--- config.mk ---
export PLATFORM = sky130hd
export DESIGN_NAME = fetch_unit
export DESIGN_NICKNAME = d
export VERILOG_FILES = /design/src/rtl/fetch_unit.sv
export SDC_FILE = /design/constraint.sdc
export NUM_CORES = 1
export LEC_CHECK = 0
export ABC_AREA = 1
export ABC_CLOCK_PERIOD_IN_PS = 2520
export BUFFER_PORTS_ARGS = -buffer_cell sky130_fd_sc_hd__buf_4
export CAP_MARGIN = 20
export CORE_MARGIN = 1.5
export CORE_UTILIZATION = 53
export CTS_BUF_LIST = sky130_fd_sc_hd__clkbuf_8 sky130_fd_sc_hd__clkbuf_16
export CTS_CLUSTER_DIAMETER = 100
export CTS_CLUSTER_SIZE = 20
export DETAILED_ROUTE_END_ITERATION = 7
export GPL_ROUTABILITY_DRIVEN = 1
export MAX_ROUTING_LAYER = met4
export PLACE_DENSITY = 0.95
export SETUP_SLACK_MARGIN = 0.1
export SLEW_MARGIN = 10
export SYNTH_ARGS = -nofsm -noshare
export SYNTH_HDL_FRONTEND = slang
export SYNTH_SLANG_ARGS = --single-unit
--- constraint.sdc ---
create_clock -name clk -period 2.52 [get_ports clk]
set_input_delay 0.252 -clock clk [delete_from_list [all_inputs] [get_ports clk]]
set_output_delay 0.252 -clock clk [all_outputs]
set_load 0.05 [all_outputs]
--- src/rtl/fetch_unit.sv ---
// fetch_unit: program counter, instruction register and address multiplexer
// for the 8-bit RISC core. It assembles each 2*DW-bit instruction from two
// consecutive memory bytes, high byte first, and presents the opcode and
// operand address to the cycle controller and the memory bus.
//
// Optional feature macro: FETCH_UNIT_INSTR_CNT_EN
//   defined   : instr_count counts low-byte captures and saturates at 16'hFFFF
//   undefined : instr_count is tied to 16'h0000
//
// Ports:
//   clk, rst_n   clock (rising edge), asynchronous active-low reset
//   data_in      memory read data (DW bits)
//   load_ir      capture one instruction byte this cycle
//   pc_inc       increment PC (modulo 2^AW)
//   load_pc      load PC from the IR address field (wins over pc_inc)
//   halt         stop the machine; halted stays set until reset
//   fetch        address select: 1 = pc, 0 = ir_addr
//   opcode       top three IR bits
//   ir_addr      low AW IR bits (operand / jump address)
//   pc           current program counter
//   addr         memory address, combinational from fetch/pc/ir_addr
//   instr_valid  a complete instruction is held in the IR
//   halted       machine halted
//   instr_count  retired-fetch counter
module fetch_unit #(
  parameter int AW = 13,
  parameter int DW = 8,
  parameter logic [AW-1:0] RESET_PC = '0
) (
  input  logic          clk,
  input  logic          rst_n,
  input  logic [DW-1:0] data_in,
  input  logic          load_ir,
  input  logic          pc_inc,
  input  logic          load_pc,
  input  logic          halt,
  input  logic          fetch,
  output logic [2:0]    opcode,
  output logic [AW-1:0] ir_addr,
  output logic [AW-1:0] pc,
  output logic [AW-1:0] addr,
  output logic          instr_valid,
  output logic          halted,
  output logic [15:0]   instr_count
);

  typedef enum logic {
    BYTE_HI = 1'b0,
    BYTE_LO = 1'b1
  } byte_state_e;

  byte_state_e     state_q, state_d;
  logic [2*DW-1:0] ir_q, ir_d;
  logic [AW-1:0]   pc_q, pc_d;
  logic            valid_q, valid_d;
  logic            halted_q, halted_d;
  logic            freeze;

  // The halt strobe freezes the machine on its own edge as well as every
  // edge afterwards, so a HLT issued together with pc_inc never advances PC.
  assign freeze = halted_q | halt;

  always_comb begin
    state_d  = state_q;
    ir_d     = ir_q;
    valid_d  = valid_q;
    pc_d     = pc_q;
    halted_d = halted_q | halt;
    if (!freeze) begin
      if (load_ir) begin
        case (state_q)
          BYTE_HI: begin
            ir_d[2*DW-1:DW] = data_in;
            valid_d         = 1'b0;
            state_d         = BYTE_LO;
          end
          default: begin
            ir_d[DW-1:0] = data_in;
            valid_d      = 1'b1;
            state_d      = BYTE_HI;
          end
        endcase
      end
      // load_pc uses the IR as registered before this edge's byte capture.
      if (load_pc) begin
        pc_d = ir_q[AW-1:0];
      end else if (pc_inc) begin
        pc_d = pc_q + AW'(1);
      end
    end
  end

  always_ff @(posedge clk or negedge rst_n) begin
    if (!rst_n) begin
      state_q  <= BYTE_HI;
      ir_q     <= '0;
      valid_q  <= 1'b0;
      pc_q     <= RESET_PC;
      halted_q <= 1'b0;
    end else begin
      state_q  <= state_d;
      ir_q     <= ir_d;
      valid_q  <= valid_d;
      pc_q     <= pc_d;
      halted_q <= halted_d;
    end
  end

`ifdef FETCH_UNIT_INSTR_CNT_EN
  logic [15:0] cnt_q, cnt_d;
  logic        capture_lo;

  function automatic logic [15:0] sat_inc16(input logic [15:0] v);
    return (v == 16'hFFFF) ? v : v + 16'd1;
  endfunction

  // A low-byte capture is exactly the event that completes an instruction.
  assign capture_lo = !freeze && load_ir && (state_q == BYTE_LO);

  always_comb begin
    cnt_d = cnt_q;
    if (capture_lo) begin
      cnt_d = sat_inc16(cnt_q);
    end
  end

  always_ff @(posedge clk or negedge rst_n) begin
    if (!rst_n) begin
      cnt_q <= '0;
    end else begin
      cnt_q <= cnt_d;
    end
  end

  assign instr_count = cnt_q;
`else
  assign instr_count = 16'h0000;
`endif

  assign opcode      = ir_q[2*DW-1 -: 3];
  assign ir_addr     = ir_q[AW-1:0];
  assign pc          = pc_q;
  assign addr        = fetch ? pc_q : ir_q[AW-1:0];
  assign instr_valid = valid_q;
  assign halted      = halted_q;

endmodule

==> results by group, run 1 <==
Global route
  – Gr ovfl total: 0
  – First-pass GRT wire length: 7962 µm
  – Vias in the first global route: 1719
  – GRT Util Overall: 26.36%
  – Largest net degree at the start of global routing: 33
  – Antenna violations before repair: 0

Detailed routing
  – Vias: 1863
  – Final ANT Viol Nets: 0
  – DR vias/cell: 5.218
  – WL per Instance: 13.56 µm
  – Iter 0 DRT Violations: 123
  – Final wirelength: 4842 µm
  – DR DRC count: 0
  – Drt first pass iters: 5

Power
  – VDD IR max: 0.4702 mV
  – Leakage: 0.001251 µW
  – Power per cell area: 702.4 nW/µm²

Yosys
  – Register area share after synthesis: 40.79%
  – Yosys reg bits: 32
  – Post-synth top area cell: dfrtp_1
  – Mux contribution to synthesized area: 2.294%
  – Largest family of logic cells by synthesized area: simple AND/OR/NAND/NOR gates
  – Yosys top cell area share: 40.79%
  – Post-Synth Simple-Gate Area: 25.05%
  – Cells after Synth: 255
  – Post-Synth XOR/XNOR Area: 0%
  – Avg Synthesized Cell Area: 7.699 µm²
  – Ys Warns: 0
  – Synth cell types: 28
  – Top cells by area, synth: dfrtp_1, nand2_1, buf_4
  – Post-Syn Area: 1963 µm²
  – Complex-gate fraction of the synthesized area: 15.74%
  – Adder-Cell Fraction of Synth Area: 0.6373%

Clock tree
  – H-tree levels: 2
  – Clk Tree Root Cell: clkbuf_8
  – Clk sinks: 32
  – Worst-skew pair later-pin latency: 290 ps
  – Clk slew on worst S/H paths: 70 ps
  – CTS Buffer Depth: 2
  – CTS Buf Count: 5
  – TritonCTS clock tree: done

STA
  – Slew Limit Fails: 0
  – Final setup violation count: 0
  – Slew headroom: 62.80%
  – Clk_skew: 5.885 ps
  – Highest clock rate: 609.2 MHz
  – TNS Setup: 0 ps
  – Unrepaired setup endpoints after global routing: no
  – Hold WS: 176.6 ps
  – Worst setup margin: 878.4 ps
  – Final critical-path required period: 1642 ps
  – Hold Fails Final Rpt: 0
  – Worst Tran Pin Value: 555.9 ps
  – Final period util: 65.14%

Min path
  – Classification of the worst-slack hold path: in2reg

Floorplanning
  – Io pins: 75
  – Core Region: 3442 µm²
  – Die Area: 4078 µm²
  – Row count: 21
  – Die X: 63.86 µm
  – Initial Utilization: 57.03%
  – Die Y: 63.86 µm

Status
  – Status: finished clean

Place
  – Routability cong.: 0.8473
  – Placed inst area: 2321 µm²
  – Post-Place Worst Slack: 903.4 ps
  – # port buffers: 58
  – Hpwl dp: 3557 µm

Worst setup path
  – Crit path launch type: flop
  – Crit Path Category: reg2reg
  – CP Capture Type: flop
  – Worst Path Arrival: 1840 ps
  – Data required time of the worst path: 2720 ps
  – Worst Path Max Fanout: 11

Cells and area
  – Design Area, Final: 2442 µm²
  – Filler Cell Count: 279
  – Final #Nets: 326
  – Area growth, synth to finish: 24.41%
  – Number of diodes: 0
  – Share of cells above drive strength 1: 29.26%
  – Commonest non-fill, non-tap cells in the layout: nand2_1, buf_4, dfrtp_1
  – Commonest non-fill, non-tap cell in the layout: nand2_1
  – Util after Layout: 70.96%

Run
  – Max-capacitance violation count: 0
==> critical path, cell delays in order (launching register included) <==
cell and delay (ps):
dfrtp_1 400, nor2_4 170, nand2_2 90, nor2_1 440, inv_1 220, o21ai_0 220
==> worst paths after layout <==
check,start,end,slack (ps),depth (start not counted)
min in group asynchronous,rst_n,ir_q[11],430,2
min,data_in[0],ir_q[8],180,3
min reg2reg,ir_q[14],ir_q[14],500,2
max reg2reg,halted,ir_q[13],880,5
max,halted,ir_q[13],880,5
max in group asynchronous,rst_n,ir_q[1],1790,2
==> logic make-up after synthesis <==
logic type,after synthesis
compound gates,54
fa+ha+maj,1
buf+inv,55
flops,32
mux,4
other cells,1
simple gates,108
==> synth_stat cells <==
| cell | count |
|---|---|
| nand2_2 | 5 |
| buf_4 | 18 |
| buf_2 | 3 |
| mux2_2 | 4 |
| nand3b_1 | 1 |
| nor2_1 | 15 |
| ha_1 | 1 |
| o21ai_4 | 1 |
| a31oi_1 | 1 |
| nand2_1 | 67 |
| inv_1 | 28 |
| o21ai_2 | 2 |
| nand4_1 | 3 |
| inv_2 | 1 |
| nor2_4 | 4 |
| nand3_2 | 2 |
| dfrtp_1 | 32 |
| clkbuf_1 | 2 |
| o21ai_0 | 26 |
| a21oi_2 | 3 |
| a21oi_1 | 16 |
| nor2_2 | 1 |
| buf_6 | 3 |
| conb_1 | 1 |
| nor3_2 | 1 |
| nand3_1 | 9 |
| o21ai_1 | 4 |
| a22oi_2 | 1 |
==> where the power goes <==
group	internal [µW]	leakage [µW]	switching [µW]	total, µW
Clock	292	0.0000541	202	495
Sequential	560	0.000383	60.1	620
Combinational	156	0.000813	445	601
Total	1010	0.00125	707	1720
==> state kept, by name, indices dropped and copies added (netlist names) <==
register,cells
instr_valid,1
state_q,1
halted,1
ir_q,16
pc,13
==> cell type report <==
class | instances | area [µm²] | area share (%)
Clock buffer | 5 | 68.82 | 2.818
Sequential cell | 32 | 800.8 | 32.79
Tap cell | 46 | 57.56 | 2.357
Clock inverter | 3 | 42.54 | 1.742
Multi-Input combinational cell | 183 | 918.4 | 37.60
Inverter | 29 | 108.9 | 4.457
Timing Repair Buffer | 59 | 445.4 | 18.24
==> stage by stage <==
stage / total power [µW] / instances
after floorplan: 1067 / 270
after global placement: 1213 / 348
after detailed placement: 1225 / 348
after CTS: 1721 / 357
after global routing: 1787 / 357
final: 1715 / 357
==> per-layer routing <==
layer | GRT usage (%) | vias up | wire (µm)
li1 | - | 890 | -
met1 | 32.45 | 858 | 1893
met2 | 39.84 | 105 | 2372
met3 | 8.451 | 10 | 478
met4 | 11.41 | 0 | 97
met5 | - | - | 0
==> timing repair <==
| item | CTS | global route |
|---|---|---|
| gates resized for setup | 0 | 0 |
| buffers inserted | 0 | 0 |
| endpoints found under the hold margin | 32 | 0 |
| hold buffers | 1 | 0 |
(Power assumes the default switching activity.)
==> run 2: changes to the inputs <==
--- a/config.mk
+++ b/config.mk
@@ -6,18 +6,18 @@
 export NUM_CORES = 1
 export LEC_CHECK = 0
 export ABC_AREA = 1
-export ABC_CLOCK_PERIOD_IN_PS = 2520
+export ABC_CLOCK_PERIOD_IN_PS = 1650
 export BUFFER_PORTS_ARGS = -buffer_cell sky130_fd_sc_hd__buf_4
 export CAP_MARGIN = 20
 export CORE_MARGIN = 1.5
-export CORE_UTILIZATION = 53
+export CORE_UTILIZATION = 49
 export CTS_BUF_LIST = sky130_fd_sc_hd__clkbuf_8 sky130_fd_sc_hd__clkbuf_16
 export CTS_CLUSTER_DIAMETER = 100
 export CTS_CLUSTER_SIZE = 20
 export DETAILED_ROUTE_END_ITERATION = 7
 export GPL_ROUTABILITY_DRIVEN = 1
 export MAX_ROUTING_LAYER = met4
-export PLACE_DENSITY = 0.95
+export PLACE_DENSITY = 0.9
 export SETUP_SLACK_MARGIN = 0.1
 export SLEW_MARGIN = 10
 export SYNTH_ARGS = -nofsm -noshare
==> constraint.sdc (replaced) <==
create_clock -name clk -period 1.65 [get_ports clk]
set_input_delay 0.165 -clock clk [delete_from_list [all_inputs] [get_ports clk]]
set_output_delay 0.165 -clock clk [all_outputs]
set_load 0.05 [all_outputs]
==> results by group, run 2 (synthesized netlist as in run 1, its figures left out) <==
Power
  – Clk pwr share: 25.8% (-3.0 points)
  – Leakage: 0.001260 µW (+0.74%)
  – VDD IR max: 0.6614 mV (+41%)
  – Seq pwr share: 37.1% (+1.0 points)
  – Sw Ratio: 43.32% (+2.1 points)
  – Power per cell area: 1020 nW/µm² (+45%)
  – Psw: 1104 µW (+56%)
  – Combinational share of power: 37.1% (+2.1 points)
  – Internal power: 1444 µW (+43%)

Cells and area
  – Number of diodes: 0 (unchanged)
  – Most flops, register: ir_q
  – Commonest non-fill, non-tap cells in the layout: nand2_1, buf_4, dfrtp_1
  – Number of flip-flops under the largest register name: 16 (unchanged)
  – Area growth, synth to finish: 27.22%
  – Util after Layout: 66.71% (-4.2 points)
  – Final #Nets: 328 (+0.61%)
  – Commonest non-fill, non-tap cell in the layout: nand2_1
  – Share of cells above drive strength 1: 33.87% (+4.6 points)
  – Design Area, Final: 2497 µm² (+2.3%)

Run
  – Max-capacitance violation count: 0 (unchanged)

Worst setup path
  – Crit path largest cell delay: 410 ps (-30 ps)
  – R2R cell count: 8 (+3)
  – R2R setup slack: 290 ps (-590 ps)
  – Crit Path Category: reg2out
  – Crit path launch type: flop
  – Reg-to-Reg Start: pc[1]
  – CP Capture Type: output pin
  – CP cell instances: inv_1 -> a21oi_4 -> buf_4
  – Critical-path top delay cell: dfrtp_1
  – Worst Path Arrival: 1220 ps (-620 ps)
  – Top Family by Delay on Critical Path: buffers and inverters
  – CP bufs+invs: 2 (+1)
  – Data required time of the worst path: 1480 ps (-1240 ps)
  – RR Endpoint: pc[6]
  – Worst Path Max Fanout: 5 (-6)

Min path
  – Hold path start: halt
  – Hold Path Sink: halted
  – Worst hold path cell count: 3 (unchanged)
  – Classification of the worst-slack hold path: in2reg

Global route
  – GRT Util Overall: 24.07% (-2.3 points)
  – Largest net degree at the start of global routing: 33 (unchanged)
  – Gr ovfl total: 0 (unchanged)
  – First-pass GRT wire length: 7686 µm (-3.5%)
  – Vias in the first global route: 1714 (-0.29%)
  – Antenna violations before repair: 0 (unchanged)

STA
  – Highest clock rate: 722.0 MHz
  – Slew Limit Fails: 0 (unchanged)
  – Unrepaired setup endpoints after global routing: no
  – Final period util: 83.94%
  – Clk_skew: 6.117 ps (+0.2322 ps)
  – TNS Setup: 0 ps (unchanged)
  – Hold Fails Final Rpt: 0 (unchanged)
  – Final setup violation count: 0 (unchanged)
  – Final critical-path required period: 1385 ps
  – Worst setup margin: 264.9 ps (-613.5 ps)

Floorplanning
  – Die Area: 4395 µm² (+7.8%)
  – Io pins: 75 (unchanged)
  – Die X: 66.30 µm (+3.8%)
  – Die Y: 66.30 µm (+3.8%)
  – Initial Utilization: 52.44% (-4.6 points)
  – Row count: 22 (+4.8%)
  – Core Region: 3744 µm² (+8.8%)

Clock tree
  – Clk slew on worst S/H paths: 70 ps (about the same)
  – Clk Tree Root Cell: clkbuf_8
  – H-tree levels: 2 (unchanged)
  – Post-cts sizing count: 0 (unchanged)
  – CTS Buffer Depth: 2 (unchanged)
  – Post-CTS setup repair buffer count: 0 (unchanged)
  – Hold_buf cts: 1 (unchanged)
  – Clk sinks: 32 (unchanged)
  – TritonCTS clock tree: done
  – Worst-skew pair later-pin latency: 290 ps (about the same)
  – CTS Buf Count: 5 (unchanged)

Place
  – Post-Place Worst Slack: 320.4 ps (-583.0 ps)
  – Hpwl dp: 3568 µm (+0.31%)
  – Placed inst area: 2390 µm² (+3.0%)
  – # port buffers: 58 (unchanged)
  – Routability cong.: 0.8938 (+5.5%)

Detailed routing
  – DR vias/cell: 5.166 (-1.0%)
  – Drt first pass iters: 4 (-1)
  – WL per Instance: 13.23 µm (-2.5%)
  – DR DRC count: 0 (unchanged)
  – Final wirelength: 4776 µm (-1.4%)
  – Iter 0 DRT Violations: 124 (+0.81%)
  – Vias: 1865 (+0.11%)
  – Final ANT Viol Nets: 0 (unchanged)

Status
  – Status: finished clean
==> run 2: changes by cell type in the layout (fill, tap and decap cells not counted), moves of 2 or more <==
| cell | before | now |
|---|---|---|
| o21ai_2 | 2 | 9 |
| buf_4 | 58 | 60 |
| a21oi_1 | 16 | 12 |
| o21ai_0 | 26 | 18 |
| dfrtp_2 | 0 | 2 |
| dfrtp_1 | 32 | 30 |
| a21oi_2 | 3 | 6 |
==> run 2: per-stage QoR <==
| step | hold WS [ps] | std cells | power [µW] |
|---|---|---|---|
| floorplan | -130.6 | 270 | 1657 |
| global placement | 123.0 | 352 | 1889 |
| detailed placement | 124.6 | 352 | 1901 |
| CTS | 98.65 | 361 | 2553 |
| global route | 107.0 | 361 | 2661 |
| finish | 97.61 | 361 | 2548 |
==> run 2: how the worst max path moves through the flow <==
stage | from | endpoint | slack (ps) | cells past startpoint
after detailed placement | pc[1] | pc[12] | 320 | 8
after floorplan | ir_q[2] | addr[2] | 20 | 2
after global placement | halted | ir_q[3] | 360 | 3
after CTS | pc[3] | addr[3] | 270 | 3
after global routing | pc[1] | pc[10] | 180 | 8
final | pc[3] | addr[3] | 260 | 3
==> run 2: per-layer routing <==
layer | wire, µm | vias to the layer above | part of all wire, % | global-route usage [%]
met4 | 36 | 0 | 0.75 | 8.163
met1 | 2001 | 875 | 42 | 29.42
met5 | 0 | - | 0 | -
met3 | 383 | 5 | 8.0 | 6.985
met2 | 2354 | 84 | 49 | 38.25
li1 | - | 901 | - | -
==> run 2: power by group through the flow <==
stage / sequential [µW] / combinational, µW / clock, µW
2_1_floorplan: 1180 / 477 / 0
3_3_place_gp: 956 / 933 / 0
3_5_place_dp: 957 / 943 / 0
4_1_cts: 943 / 948 / 662
5_1_grt: 955 / 1000 / 702
6_report: 945 / 946 / 657
==> run 2: worst reg2reg max path, cell delays in order, from the launching register on <==
cell	delay, ps
dfrtp_2	420
ha_1	220
nand2_2	120
nor2_4	150
nand2_2	70
o21ai_2	110
nand2_1	50
o21ai_1	70
inv_1	50
==> run 2: cell type report <==
cell class                 instances  area [µm²]
clock buffer                       6       82.58
tap                               48       60.06
clock inverter                     2       15.01
sequential                        32       803.3
multi-input combinational        183       967.2
timing repair buffer              61       460.4
fill                             321        1246
inverter                          29       108.9
==> run 3: changes to the inputs <==
--- a/config.mk
+++ b/config.mk
@@ -6,7 +6,7 @@
 export NUM_CORES = 1
 export LEC_CHECK = 0
 export ABC_AREA = 1
-export ABC_CLOCK_PERIOD_IN_PS = 1650
+export ABC_CLOCK_PERIOD_IN_PS = 1300
 export BUFFER_PORTS_ARGS = -buffer_cell sky130_fd_sc_hd__buf_4
 export CAP_MARGIN = 20
 export CORE_MARGIN = 1.5
==> constraint.sdc (replaced) <==
create_clock -name clk -period 1.3 [get_ports clk]
set_input_delay 0.13 -clock clk [delete_from_list [all_inputs] [get_ports clk]]
set_output_delay 0.13 -clock clk [all_outputs]
set_load 0.05 [all_outputs]
==> results by group, run 3 (synthesized netlist as in run 1, its figures left out) <==
Status
  – Status: finished, violations left
  – Failing checks: negative setup slack

Worst setup path
  – Worst Path Arrival: 1600 ps (+380 ps)
  – Crit path launch type: flop
  – CP bufs+invs: 0 (-2)
  – Critical Path End: pc[8]
  – CP cell instances: ha_4 -> nand2_4 -> nor3_4 -> nand3_1 -> a21oi_1 -> nor2_1
  – RR Endpoint: pc[8]
  – CP Depth: 6 (+3)
  – R2R cell count: 6 (-2)
  – Critical-path top delay cell: dfrtp_2
  – Worst Path Max Fanout: 3 (-2)
  – Top Family by Delay on Critical Path: simple AND/OR/NAND/NOR gates
  – CP Capture Type: flop
  – Crit Path Category: reg2reg
  – Worst Setup SP: pc[0]
  – Crit path largest cell delay: 440 ps (+30 ps)
  – Reg-to-Reg Start: pc[0]
  – Data required time of the worst path: 1490 ps (about the same)
  – R2R setup slack: -120 ps (-410 ps)

Detailed routing
  – Final ANT Viol Nets: 0 (unchanged)
  – Drt first pass iters: 7 (+3)
  – Final wirelength: 8636 µm (+81%)
  – Vias: 2446 (+31%)
  – WL per Instance: 21.54 µm (+63%)
  – Iter 0 DRT Violations: 392 (+220%)
  – DR vias/cell: 6.100 (+18%)
  – DR DRC count: 0 (unchanged)

Cells and area
  – Commonest non-fill, non-tap cell in the layout: buf_4
  – Most flops, register: ir_q
  – Util after Layout: 87.90% (+21 points)
  – Commonest non-fill, non-tap cells in the layout: buf_4, nand2_1, buf_6
  – Filler Cell Count: 162 (-50%)
  – Number of flip-flops under the largest register name: 16 (unchanged)
  – Post-Layout Cell Count: 401 (+11%)
  – Final #Nets: 368 (+12%)
  – Share of cells above drive strength 1: 64.59% (+31 points)
  – Number of diodes: 0 (unchanged)
  – Area growth, synth to finish: 67.62%

Place
  – Routability cong.: 0.9001 (+0.70%)
  – Hpwl dp: 3890 µm (+9.0%)
  – Placed Instances: 357 (+1.4%)
  – # port buffers: 58 (unchanged)

Clock tree
  – TritonCTS clock tree: done
  – Clk Tree Root Cell: clkbuf_8
  – Clk sinks: 32 (unchanged)
  – Clk slew on worst S/H paths: 80 ps (about the same)
  – H-tree levels: 2 (unchanged)
  – CTS Buffer Depth: 2 (unchanged)
  – CTS Buf Count: 5 (unchanged)
  – Worst-skew pair later-pin latency: 300 ps (about the same)

Min path
  – Classification of the worst-slack hold path: in2reg

Power
  – Leakage: 0.001545 µW (+23%)
  – Total power: 3743 µW (+47%)
  – Power per cell area: 1138 nW/µm² (+12%)
  – VDD IR max: 1.032 mV (+56%)

Floorplanning
  – Core Region: 3744 µm² (unchanged)
  – Die X: 66.30 µm (unchanged)
  – Row count: 22 (unchanged)
  – Die Y: 66.30 µm (unchanged)
  – Die Area: 4395 µm² (unchanged)
  – Io pins: 75 (unchanged)
  – Initial Utilization: 52.44% (unchanged)

STA
  – Final setup violation count: 22 (+22)
  – Hold Fails Final Rpt: 0 (unchanged)
  – Clk_skew: 5.605 ps (-0.5117 ps)
  – Unrepaired setup endpoints after global routing: yes
  – Highest clock rate: 705.7 MHz
  – Slew Limit Fails: 0 (unchanged)
  – Worst setup margin: -117.0 ps (-381.9 ps)
  – Final period util: 109.0%
  – Hold WS: 61.85 ps (-35.76 ps)
  – Final critical-path required period: 1417 ps

Global route
  – Largest net degree at the start of global routing: 33 (unchanged)
  – Gr ovfl total: 0 (unchanged)
  – GRT Util Overall: 32.59% (+8.5 points)
  – Antenna violations before repair: 0 (unchanged)
  – Vias in the first global route: 2030 (+18%)
  – First-pass GRT wire length: 10350 µm (+35%)

Run
  – Max-capacitance violation count: 0 (unchanged)
-- run 3: cell count changes in the layout (fill, tap and decap cells not counted), sizes merged --
cell	before	now
buf	60	100
clkbuf	6	5
clkinv	0	1
clkinvlp	2	1
inv	29	30
-- run 3: worst min-delay path by stage --
stage / from / endpoint / slack, ps / depth (start not counted)
floorplan: rst_n / halted / -170 / 0
global placement: rst_n / pc[11] / 90 / 1
detailed placement: rst_n / pc[3] / 100 / 1
CTS: halt / halted / 60 / 3
global route: data_in[3] / ir_q[11] / 60 / 3
finish: data_in[4] / ir_q[12] / 60 / 3
-- run 3: worst reg2reg max path: cells and delay by family (launching register included) --
family / cells / cell delay (ps)
AND/OR/NAND/NOR: 4 / 470
flip-flops: 1 / 440
AO/OA/AOI/OAI: 1 / 220
adder cells (fa/ha/maj): 1 / 190
-- run 3: layout make-up --
cell class,instances,area (µm²),area share [%]
Clock inverter,3,20.02,0.6084
Clock buffer,5,68.82,2.091
Timing Repair Buffer,101,878.3,26.69
Tap cell,48,60.06,1.825
Inverter,29,126.4,3.840
Sequential cell,32,829.5,25.21
Multi-Input combinational cell,183,1308,39.73
-- run 3: through the flow --
stage / setup slack [ps] / TNS (ps) / area, µm²
2_1_floorplan: -63.25 / -213.5 / 2223
3_3_place_gp: 69.74 / 0 / 2580
3_5_place_dp: 42.72 / 0 / 2580
4_1_cts: -2.223 / -2.223 / 2999
5_1_grt: -153.5 / -1992 / 3291
6_report: -117.0 / -1058 / 3291
-- run 3: where the power goes --
group          switching [µW]  internal, µW
logic                    1130           549
clock network             461           374
registers                 137          1100
-- run 3: what timing repair did --
item | CTS | global route
hold buffers | 1 | 0
hold endpoints to repair | 32 | 0
resized for setup | 50 | 63
cloned | 1 | 1
setup endpoints to repair | 31 | 45
setup buffers | 23 | 10
pin swaps | 16 | 10
-- run 3: metal layers --
layer	vias up	wire [µm]	track usage [%]
met3	88	942	6.644
met1	1154	3017	40.69
li1	979	-	-
met5	-	0	-
met4	0	705	11.99
met2	225	3970	52.38
